===== src/rtl/corr_peak_detect.sv =====
// corr_peak_detect
//   Consumes one frame of correlator output (NUM_LAGS signed samples, index
//   0..NUM_LAGS-1) and reports where the maximum sits. The signed lag is
//   measured from the centre index, so it is the inter-channel delay estimate.
//
// Ports
//   clk, reset_n     system clock (rising edge), async active-low reset
//   start            arms a new frame (honoured only in IDLE)
//   in_valid/in_data/in_last/in_ready
//                    sample stream; a sample is taken on in_valid && in_ready
//   peak_valid       result held until peak_ack
//   peak_index       index of the first occurrence of the maximum
//   peak_lag         peak_index - (NUM_LAGS-1)/2, two's complement
//   peak_value       maximum sample value
//   length_err       frame did not end exactly at index NUM_LAGS-1
//
// state  | meaning
// -------+--------------------------------------------------------------
// IDLE   | waiting for start; samples not accepted
// SCAN   | accepting samples, tracking running maximum
// REPORT | result presented on peak_*, waiting for peak_ack

module corr_peak_detect #(
    parameter int DATA_W   = 20,
    parameter int NUM_LAGS = 3999,
    parameter int IDX_W    = 12
) (
    input  logic                     clk,
    input  logic                     reset_n,
    input  logic                     start,
    input  logic                     in_valid,
    input  logic signed [DATA_W-1:0] in_data,
    input  logic                     in_last,
    output logic                     in_ready,
    output logic                     peak_valid,
    input  logic                     peak_ack,
    output logic        [IDX_W-1:0]  peak_index,
    output logic signed [IDX_W:0]    peak_lag,
    output logic signed [DATA_W-1:0] peak_value,
    output logic                     length_err
);

    typedef enum logic [1:0] {IDLE, SCAN, REPORT} state_t;

    localparam logic        [IDX_W-1:0]  LAST_IDX = IDX_W'(NUM_LAGS - 1);
    localparam logic        [IDX_W:0]    HALF     = (IDX_W + 1)'((NUM_LAGS - 1) / 2);
    localparam logic signed [DATA_W-1:0] MOST_NEG = {1'b1, {(DATA_W - 1){1'b0}}};

    state_t                     state_q, state_d;
    logic        [IDX_W-1:0]    count_q, count_d;
    logic signed [DATA_W-1:0]   best_value_q, best_value_d;
    logic        [IDX_W-1:0]    best_index_q, best_index_d;
    logic        [IDX_W-1:0]    peak_index_q, peak_index_d;
    logic signed [IDX_W:0]      peak_lag_q, peak_lag_d;
    logic signed [DATA_W-1:0]   peak_value_q, peak_value_d;
    logic                       length_err_q, length_err_d;

    logic                       accept;
    logic                       at_last;
    logic                       better;
    logic signed [DATA_W-1:0]   cand_value;
    logic        [IDX_W-1:0]    cand_index;

    assign accept     = in_valid && (state_q == SCAN);
    assign at_last    = (count_q == LAST_IDX);
    // Strict compare so ties keep the earliest index.
    assign better     = (in_data > best_value_q);
    assign cand_value = better ? in_data : best_value_q;
    assign cand_index = better ? count_q : best_index_q;

    always_comb begin
        state_d      = state_q;
        count_d      = count_q;
        best_value_d = best_value_q;
        best_index_d = best_index_q;
        peak_index_d = peak_index_q;
        peak_lag_d   = peak_lag_q;
        peak_value_d = peak_value_q;
        length_err_d = length_err_q;

        case (state_q)
            IDLE: begin
                if (start) begin
                    state_d      = SCAN;
                    count_d      = '0;
                    best_value_d = MOST_NEG;
                    best_index_d = '0;
                    length_err_d = 1'b0;
                end
            end
            SCAN: begin
                if (accept) begin
                    best_value_d = cand_value;
                    best_index_d = cand_index;
                    if (!at_last) begin
                        count_d = count_q + 1'b1;
                    end
                    if (in_last || at_last) begin
                        state_d      = REPORT;
                        peak_value_d = cand_value;
                        peak_index_d = cand_index;
                        peak_lag_d   = {1'b0, cand_index} - HALF;
                        // Early in_last or missing in_last at the final index.
                        length_err_d = in_last ^ at_last;
                    end
                end
            end
            REPORT: begin
                if (peak_ack) begin
                    state_d = IDLE;
                end
            end
            default: state_d = IDLE;
        endcase
    end

    always_ff @(posedge clk or negedge reset_n) begin
        if (!reset_n) begin
            state_q      <= IDLE;
            count_q      <= '0;
            best_value_q <= MOST_NEG;
            best_index_q <= '0;
            peak_index_q <= '0;
            peak_lag_q   <= '0;
            peak_value_q <= '0;
            length_err_q <= 1'b0;
        end else begin
            state_q      <= state_d;
            count_q      <= count_d;
            best_value_q <= best_value_d;
            best_index_q <= best_index_d;
            peak_index_q <= peak_index_d;
            peak_lag_q   <= peak_lag_d;
            peak_value_q <= peak_value_d;
            length_err_q <= length_err_d;
        end
    end

    assign in_ready   = (state_q == SCAN);
    assign peak_valid = (state_q == REPORT);
    assign peak_index = peak_index_q;
    assign peak_lag   = peak_lag_q;
    assign peak_value = peak_value_q;
    assign length_err = length_err_q;

endmodule


===== config.mk =====
export PLATFORM = sky130hd
export DESIGN_NAME = corr_peak_detect
export DESIGN_NICKNAME = d
export VERILOG_FILES = /design/src/rtl/corr_peak_detect.sv
export SDC_FILE = /design/constraint.sdc
export NUM_CORES = 1
export LEC_CHECK = 0
export CAP_MARGIN = 20
export CORE_UTILIZATION = 55
export CTS_CLUSTER_DIAMETER = 100
export DETAILED_ROUTE_END_ITERATION = 7
export PLACE_DENSITY_LB_ADDON = 0.3
export SLEW_MARGIN = 30
export SYNTH_ARGS = -nofsm -noshare
export SYNTH_HDL_FRONTEND = slang
export SYNTH_SLANG_ARGS = --single-unit
export TNS_END_PERCENT = 100

===== constraint.sdc =====
create_clock -name clk -period 4.5 [get_ports clk]
set_input_delay 0.675 -clock clk [delete_from_list [all_inputs] [get_ports clk]]
set_output_delay 0.675 -clock clk [all_outputs]
set_load 0.1 [all_outputs]

# ---- Word level (Yosys, flattened, before mapping)
# Cells that the tools add are included.
dict set report totals {
  wordCells 49
  regBits 92
}
dict set report op_classes {
  muxes 20
  n_bitwise 1
  n_addsub 2
  eq_ne 8
  reduce_logical 9
  order_cmp 1
}
# operator count
set ops {}
lappend ops {{2-to-1 mux 12 bit} 5}
lappend ops {{2-to-1 mux 20 bit} 3}
lappend ops {{case mux 12 bit (2 select lines)} 2}
lappend ops {{case mux 20 bit (2 select lines)} 1}
lappend ops {{greater-than comparator 20 bit} 1}
lappend ops {{subtractor 12 x 11 -> 13 bit (second input constant)} 1}
lappend ops {{adder 12 x 1 -> 12 bit (second input constant)} 1}
lappend ops {{== test 12 bit (second input constant)} 1}
lappend ops {{AND reduction 4 bit} 3}
lappend ops {{2-to-1 mux 2 bit} 4}
lappend ops {{!= test 2 x 1 -> 1 bit (second input constant)} 3}
lappend ops {{case mux 2 bit (3 select lines)} 1}
lappend ops {{AND reduction 3 bit} 2}
lappend ops {{!= test 2 bit (second input constant)} 2}
lappend ops {{2-to-1 mux 1 bit} 3}
lappend ops {{== test 2 x 1 -> 1 bit (second input constant)} 1}
lappend ops {{== test 2 bit (second input constant)} 1}
lappend ops {{logical NOT 2 bit} 1}
lappend ops {{case mux 1 bit (2 select lines)} 1}
lappend ops {{nonzero test 2 bit} 1}
lappend ops {{logical AND 1 bit} 1}
lappend ops {{logical OR 1 bit} 1}
lappend ops {{XOR 1 bit} 1}

# ---- Longest topological paths before layout
# Gate-level depths: netlist of run 1.
dict set report logic_depth {
  ltp_word 5
  ltp_mapped 16
  mapped_depth_nobuf 14
}

# ---- Worst setup path before layout of run 1
# Ideal clock, no wire load.
dict set report synth_path {
  path_kind {input port to flip-flop}
  start {in in_data[19]}
  end {reg peak_lag_q[8], in the netlist peak_lag[8]}
  setup_time_ps 69
  path_stages 14
  t_arrival_ps 3546
  n_path_buf 2
  path_slack_ps 885
  t_required_ps 4431
  cell_sequence {ha_1 > buf_6 > nand4_4 > nor2_1 > a211oi_1 > nand4_1 > nand2_2 > buf_2 > mux2i_1 > inv_1 > ha_1 > o31a_1 > or4_1 > nand3_1}
}
dict set report synth_via {
  elab_chain_len 3
}
# element line_no
set synth_lines {}
lappend synth_lines {{start: declaration} 32} ;# input logic signed [DATA_W-1:0] in_data,
lappend synth_lines {{greater-than comparator 20 bit} 67} ;# assign better = (in_data > best_value_q);
lappend synth_lines {{2-to-1 mux 12 bit} 69} ;# assign cand_index = better ? count_q : best_index_q;
lappend synth_lines {{net cand_index[0]} 62} ;# logic [IDX_W-1:0] cand_index;
lappend synth_lines {{subtractor 12 x 11 -> 13 bit} 102} ;# peak_lag_d = {1'b0, cand_index} - HALF;
lappend synth_lines {{end signal: assignment} 133} ;# peak_lag_q <= peak_lag_d;
lappend synth_lines {{end: declaration} 54} ;# logic signed [IDX_W:0] peak_lag_q, peak_lag_d;
# The timed path passes the listed nets, and every way through them passes these cells.
# A chain may end at the register's enable or synchronous reset.

# ---- Worst setup path in the final report of run 1
# Ends and elaborated chain as after synthesis.

==> results of run 1 <==
where the power goes:
part | leakage, nW | switching (mW) | total, mW | internal, mW
Sequential | 1.21 | 0.182 | 1.27 | 1.09
Combinational | 1.34 | 1.99 | 2.74 | 0.748
Clock | 0.0938 | 0.293 | 0.580 | 0.287
sequential cells by signal, summed over array words and instances (netlist names):
| signal | cells |
|---|---|
| best_value_q | 20 |
| peak_value | 20 |
| peak_lag | 13 |
| best_index_q | 12 |
| count_q | 12 |
| peak_index | 12 |
| state_q | 2 |
| length_err | 1 |
metal layers:
layer | up-vias | GRT usage
met5 | - | 0
met4 | 0 | 0.0792
met3 | 11 | 0.0396
met2 | 111 | 0.421
met1 | 2028 | 0.358
li1 | 2020 | -
cell type report:
cell class | instances | share of cell area
sequential | 92 | 0.383
clock inverter | 5 | 0.00998
inverter | 32 | 0.0200
timing repair buffer | 81 | 0.131
tap | 108 | 0.0225
clock buffer | 11 | 0.0252
multi-input combinational | 390 | 0.409
path summary, 6_finish.rpt:
kind / to / startpoint / slack, ps / cells past startpoint
max: peak_lag[8] / in_data[19] / 630 / 13
min: peak_value[15] / reset_n / 310 / 1
min reg2reg: peak_value[13] / peak_value[13] / 480 / 2
min in group clk: peak_value[13] / peak_value[13] / 480 / 2
max in group asynchronous: peak_lag[8] / reset_n / 3180 / 2
max reg2reg: peak_lag[8] / best_value_q[19] / 880 / 14
cell usage in the layout (no fill, tap or decap), drive strengths merged, types with 2 or more instances in the layout:
master,netlist,final
a31oi,2,2
nand2,107,107
mux2,2,2
nand3,14,14
clkdlybuf4s50,0,72
buf,8,9
nor4,5,5
and3,2,2
o22ai,2,2
or4,5,5
a21oi,19,19
o31a,2,2
nor2,27,27
o21a,3,3
inv,32,32
o31ai,23,23
o21ai,56,56
clkinvlp,0,4
nand4,9,9
nand4b,2,2
and4,3,3
a211oi,2,2
xor2,8,8
mux2i,32,32
nor3,3,3
nand2b,7,7
a21o,4,4
nor2b,2,2
clkbuf,18,11
and2,4,4
xnor2,6,6
ha,24,24
dfrtp,91,91
metrics by stage:
step                instances  setup slack (ps)   util  hold slack, ps
floorplan                 540               885      -             379
global placement          703               541  0.662             458
detailed placement        703               309  0.662             464
CTS                       719               661  0.687             331
global route              719               401  0.687             351
finish                    719               629  0.687             308
worst register-to-register path: cells and delay by family (launching register included):
family,cells,cell delay [ps]
AND/OR/NAND/NOR,6,1370
adder cells (fa/ha/maj),2,690
AO/OA/AOI/OAI,3,620
flip-flops,1,550
buffers and inverters,3,330
cells by family after synthesis:
logic type,share of synthesized area
DFF,0.462
buffers and inverters,0.0476
muxes,0.0695
and+or+nand+nor,0.183
AOI/OAI and AO/OA,0.153
adders and majority gates,0.0602
xor gates and xnor gates,0.0246
==> flow_summary.ini, run 1 <==
[timing]
tns_ps = 0
fmax_mhz = 258
rsz0062_at_grt = false
slew_violations = 0
relSlewSlack = 0.345
tightest_slew_ps = 980
period_needed_ps = 3870
finalClockSkew_ps = 17.1
setup_viol = 0
min_period_over_period = 0.860
hold_violations = 0

[worst_hold_path]
hold_class = in2async

[placement]
dpl-instance-area_um2 = 5810
gp_congestion = 0.918
io_buffers = 73
dpl.hpwl_mm = 8.23

[critical_path]
crit_arrival_ps = 4150
path_cells = clkdlybuf4s50_1, ha_1, nand4_4, nor2_1, a211oi_1, nand4_1, nand2_2, mux2i_1, inv_1, ha_1, o31a_1, or4_1, nand3_1
cp_data_required_time_ps = 4780
critical_path_class = in2reg
endpoint_kind = register
crit_buf_inv = 2
cp_slowest_cell = or4_1
crit_fanout = 9
critPathTopFamily = simple AND/OR/NAND/NOR gates
start_kind = primary input
slowest_delay_ps = 490
cp_common_cell = ha_1

[final_layout]
area_growth_pct = 20.6
regArea_um2 = 2300
postLayoutCellArea_um2 = 6020
nets = 656
multi_input_area_um2 = 2460
drive_gt1_frac = 0.0638
fillers = 694
diodes = 0

[power]
total_power_mw = 4.59
ir_drop_mv = 0.482
cellPowerDensity_nw_per_um2 = 762
p_leak_nw = 2.65

[synthesis]
synth-seq-area-share = 0.462
synth_top_area_cell = dfrtp_1
synth_top_cell_area_share = 0.456
synth_seq_cells = 92
synthFlopType = dfrtp_1
synth_nets = 590
synth_area_um2 = 4990
yosysUniqueCellTypes = 59
synth_area_leaders = dfrtp_1 (46%), nand2_1 (8.0%), mux2i_1 (6.4%)
async_flop_share = 1.00
avgSynthCellArea_um2 = 9.24
yosysMostFrequentCell = nand2_1
synth_warnings = 0
synth_edf_count = 0
yosys-top-cells-count = nand2_1 (106), dfrtp_1 (91), o21ai_0 (54)
syn-instance-count = 540

[global_route]
first_global_vias = 4204
grt_first_pass_wirelength_mm = 19.9
gr-total-overflow = 0
grt_use_total = 0.258
antenna_found_initial = 0
grt_max_degree = 48

[clocking]
insertion_delay_ps = 360
cts_max_path_buffers = 2
ctsResizeCount = 0
cts_tree = yes
clk_pin_slew_ps = 100
cts_root_buf = clkbuf_8
hold_buffers = 0
h-tree-depth = 3
tritoncts.num_buffers = 9
clock_sinks = 92
post_cts_buffers = 0

[drt]
wirelength_mm = 11.5
wl_met3_um = 528
detail_route.iter0.violations = 235
via_per_inst = 5.80
drc_errors = 0
highest_layer = met4
wl_per_cell_um = 16.0
via_count = 4170
ant_nets = 0
drtPass1Iterations = 4
route.met2.wl_mm = 5.51
wl_met1_mm = 5.34

[run]
maxCapViolCount = 0

[floorplanning]
ios = 74
row_count = 34
dieArea_um2 = 9460
start_util = 0.569
die_y_um = 97.3
dieWidth_um = 97.3
fp.coreArea_um2 = 8760

[run_status]
status = complete, no violations
Power figures use the tool's default switching activity.
==> inputs of run 2 (changes only) <==
- CTS_BUF_LIST: not set -> sky130_fd_sc_hd__clkbuf_16
- CTS_CLUSTER_SIZE: not set -> 10
- clock period: 4.5 -> 3.7 ns (I/O delays scaled with it)
==> run 2 against run 1 <==
Net effect:
- die area did not move
- worst hold slack got worse by 100 ps
- critical path depth is 1 higher
- via count increased by 0.79%
- combinational power is 25% higher
- final area grew 2.9%
- clock power up 45%
- worst setup slack lost 290 ps
==> flow_summary.ini, run 2 (synthesized netlist as in run 1, its figures left out) <==
[run_status]
status = complete, no violations

[critical_path]
crit_arrival_ps = 3640
cp_data_required_time_ps = 3980
start_kind = primary input
critical_path_class = in2reg
startpoint = in_data[17]
regToRegStartpoint = best_value_q[19]
crit_fanout = 6
endpoint_kind = register

[placement]
io_buffers = 73
dpl-instance-area_um2 = 5920
dp.cells = 717
dpl.hpwl_mm = 8.40
gp_congestion = 0.895

[floorplanning]
fp.coreArea_um2 = 8760
ios = 74
die_y_um = 97.3
dieArea_um2 = 9460
start_util = 0.569
dieWidth_um = 97.3
row_count = 34

[drt]
wirelength_mm = 11.7
wl_per_cell_um = 15.9
detail_route.iter0.violations = 259
drc_errors = 0
via_per_inst = 5.73
ant_nets = 0
via_count = 4203
drtPass1Iterations = 5

[clocking]
clock_sinks = 92
cts_tree = yes
tritoncts.num_buffers = 9
clk_pin_slew_ps = 70
post_cts_buffers = 0
cts_max_path_buffers = 2
ctsResizeCount = 0
h-tree-depth = 3
insertion_delay_ps = 340
hold_buffers = 0
cts_root_buf = clkbuf_16

[global_route]
grt_max_degree = 52
gr-total-overflow = 0
grt_first_pass_wirelength_mm = 19.7
first_global_vias = 4147
antenna_found_initial = 0
grt_use_total = 0.254

[final_layout]
layout.cells.most_common_list = nand2_1 (106), dfrtp_1 (91), clkdlybuf4s50_1 (72)
diodes = 0
area_growth_pct = 24.1
final_common_cell = nand2_1
postLayoutCellArea_um2 = 6190
layoutNonFillerInstCount = 733
drive_gt1_frac = 0.0816
utilization = 0.707
nets = 670

[worst_hold_path]
hold_class = in2async

[timing]
setup_viol = 0
tightest_slew_ps = 983
hold_violations = 0
min_period_over_period = 0.908
slew_violations = 0
tns_ps = 0
finalClockSkew_ps = 10.9
rsz0062_at_grt = false
fmax_mhz = 298
period_needed_ps = 3360
relSlewSlack = 0.343

[run]
maxCapViolCount = 0

[power]
ir_drop_mv = 0.657
total_power_mw = 5.81
p_leak_nw = 2.76
cellPowerDensity_nw_per_um2 = 937
## run 2: changes by cell type in the layout (fill, tap and decap cells not counted)
cell / delta
buf_4: +13
clkbuf_8: -11
clkbuf_16: +9
clkinv_4: +2
clkinvlp_4: -2
buf_12: +1
bufinv_16: -1
clkinv_1: +1
clkinv_2: +1
inv_1: +1
## run 2: layout make-up
class	instances	area, um2
Clock buffer	9	225
Sequential cell	92	2300
Tap cell	108	135
Multi-Input combinational cell	390	2460
Timing Repair Buffer	95	906
Clock inverter	7	45.0
Fill cell	687	2570
Inverter	32	120
## run 2: worst max-delay path, cell delays in order
cell and delay, ps:
clkdlybuf4s50_1 450, ha_1 370, a21oi_1 150, o21ai_0 90, a211oi_1 370, nand4_1 190
nand2_2 170, mux2i_1 250, inv_1 90, ha_1 220, o31a_1 150, buf_4 160
nor4_1 290, a211o_1 140
## run 2: worst paths after layout
kind / slack [ps] / depth (start not counted) / end
min reg2reg: 480 / 2 / peak_index[4]
max: 340 / 14 / peak_lag[6]
min: 200 / 1 / peak_value[14]
max reg2reg: 500 / 14 / peak_lag[6]
min in group clk: 480 / 2 / peak_index[4]
max in group asynchronous: 2700 / 2 / best_value_q[19]
## run 2: per-layer routing
metal  GRT usage  share of wire  up-vias
li1            -              -     2047
met1       0.366           0.47     1987
met2       0.397           0.46      150
met3      0.0453          0.054       19
met4      0.0724          0.011        0
met5           0              0        -
## run 2: power by group
group / switching, mW / leakage (nW) / internal, mW
clock: 0.388 / 0.130 / 0.452
combinational: 2.45 / 1.42 / 0.969
sequential: 0.219 / 1.21 / 1.33
## run 2: stage by stage
step | hold WS (ps) | setup slack, ps
final | 204 | 339
after global routing | 246 | 99.2
after CTS | 227 | 348
after detailed placement | 470 | 39.2
after global placement | 459 | 104
after floorplan | 259 | 205
==> inputs of run 3 (changes only) <==
- CORE_MARGIN: not set -> 8
==> run 3 against run 2 <==
Net effect:
- critical path depth unchanged
- routed wire length up 7.1%
- sequential share of layout area down 0.31 points
- clock power up 17%
- largest power group unchanged
- worst hold slack better by 97 ps
- via count up 1.1%
- final area up 0.85%
- final cell count up 0.41%
- worst setup slack worse by 130 ps
- global-route usage down 5.2 points
- sequential power about the same
- highest routed layer unchanged
- combinational power up 1%
==> flow_summary.ini, run 3 (synthesized netlist as in run 1, its figures left out) <==
[global_route]
grt_use_total = 0.203
gr-total-overflow = 0
first_global_vias = 4286
grt_max_degree = 70
grt_first_pass_wirelength_mm = 21.0
antenna_found_initial = 0

[timing]
setup_viol = 0
min_period_over_period = 0.943
fmax_mhz = 287
hold_violations = 0
slew_violations = 0
finalClockSkew_ps = 10.3
hold_ws_ps = 301
period_needed_ps = 3490
tightest_slew_ps = 993
rsz0062_at_grt = false
setup_slack_ps = 212
relSlewSlack = 0.336

[final_layout]
nets = 673
area_growth_pct = 25.2
drive_gt1_frac = 0.0876
final_common_cell = nand2_1
regArea_um2 = 2300
layout.cells.most_common_list = nand2_1 (106), dfrtp_1 (91), clkdlybuf4s50_1 (71)
multi_input_area_um2 = 2460
fillers = 673
diodes = 0

[clocking]
insertion_delay_ps = 340
clock_sinks = 92
ctsResizeCount = 0
h-tree-depth = 3
clk_pin_slew_ps = 70
post_cts_buffers = 0
cts_tree = yes
tritoncts.num_buffers = 9
cts_root_buf = clkbuf_16
cts_max_path_buffers = 2
hold_buffers = 0

[floorplanning]
ios = 74
row_count = 34
die_y_um = 111
start_util = 0.569
fp.coreArea_um2 = 8760
dieWidth_um = 111
dieArea_um2 = 12400

[drt]
drtPass1Iterations = 5
wirelength_mm = 12.5
wl_per_cell_um = 17.0
via_count = 4251
via_per_inst = 5.78
drc_errors = 0
ant_nets = 0
detail_route.iter0.violations = 240

[placement]
gp_congestion = 0.895
io_buffers = 73
dpl.hpwl_mm = 9.00
preCtsSetupSlack_ps = -50.5

[worst_hold_path]
hold_class = in2async

[critical_path]
endpoint_kind = register
start_kind = primary input
cp_data_required_time_ps = 3980
crit_arrival_ps = 3770
crit_fanout = 8
critical_path_class = in2reg

[power]
cellPowerDensity_nw_per_um2 = 961
ir_drop_mv = 0.565
p_leak_nw = 2.80

[run]
maxCapViolCount = 0

[run_status]
status = complete, no violations
## run 3: cell types whose count changed in the layout (fill, tap and decap cells not counted), sizes merged
cell           change
buf                +4
bufinv             +2
clkdlybuf4s50      -1
clkinvlp           -2
## run 3: worst paths after layout
check                            startpoint        endpoint  slack, ps  depth (start not counted)
max in group asynchronous           reset_n   peak_index[0]       2670                          2
hold reg to reg               peak_index[6]   peak_index[6]        480                          2
min in group clk              peak_index[6]   peak_index[6]        480                          2
hold / removal                      reset_n  peak_value[15]        300                          1
setup reg to reg           best_value_q[19]     peak_lag[8]        340                         14
setup / recovery                in_data[19]     peak_lag[8]        210                         14
## run 3: cell type report
cell class	instances	share of cell area
Clock buffer	9	0.0361
Clock inverter	7	0.0144
Inverter	32	0.0192
Multi-Input combinational cell	390	0.394
Sequential cell	92	0.369
Tap cell	108	0.0216
Timing Repair Buffer	98	0.146
## run 3: stage by stage
step / area (um2) / utilization / TNS [ps] / total power, mW / instances
after floorplan: 4990 / - / 0 / 4.10 / 540
after global placement: 5930 / 0.677 / 0 / 4.94 / 720
after detailed placement: 5930 / 0.677 / -121 / 5.01 / 720
after CTS: 6250 / 0.713 / 0 / 6.00 / 736
after global routing: 6250 / 0.713 / 0 / 6.30 / 736
final: 6250 / 0.713 / 0 / 6.01 / 736
## run 3: per-layer routing
layer | vias up | routed length [um] | GRT usage
li1 | 2056 | - | -
met1 | 2025 | 5640 | 0.270
met2 | 150 | 5780 | 0.318
met3 | 20 | 894 | 0.0471
met4 | 0 | 184 | 0.0622
met5 | - | 0 | 0
## run 3: power by group
| group | total (mW) | switching, mW | internal [mW] |
|---|---|---|---|
| Clock | 0.982 | 0.392 | 0.590 |
| Combinational | 3.47 | 2.48 | 0.990 |
| Sequential | 1.55 | 0.222 | 1.33 |
## run 3: worst max-delay path: stages
cell and delay, ps:
clkdlybuf4s50_1 450, ha_1 380, buf_4 190, nand2_1 60, o21ai_0 90, a211oi_1 340, nand4_1 240, nand2_2 150
mux2i_1 260, inv_1 90, ha_1 220, o31a_1 140, or4_1 490, nand3_1 110
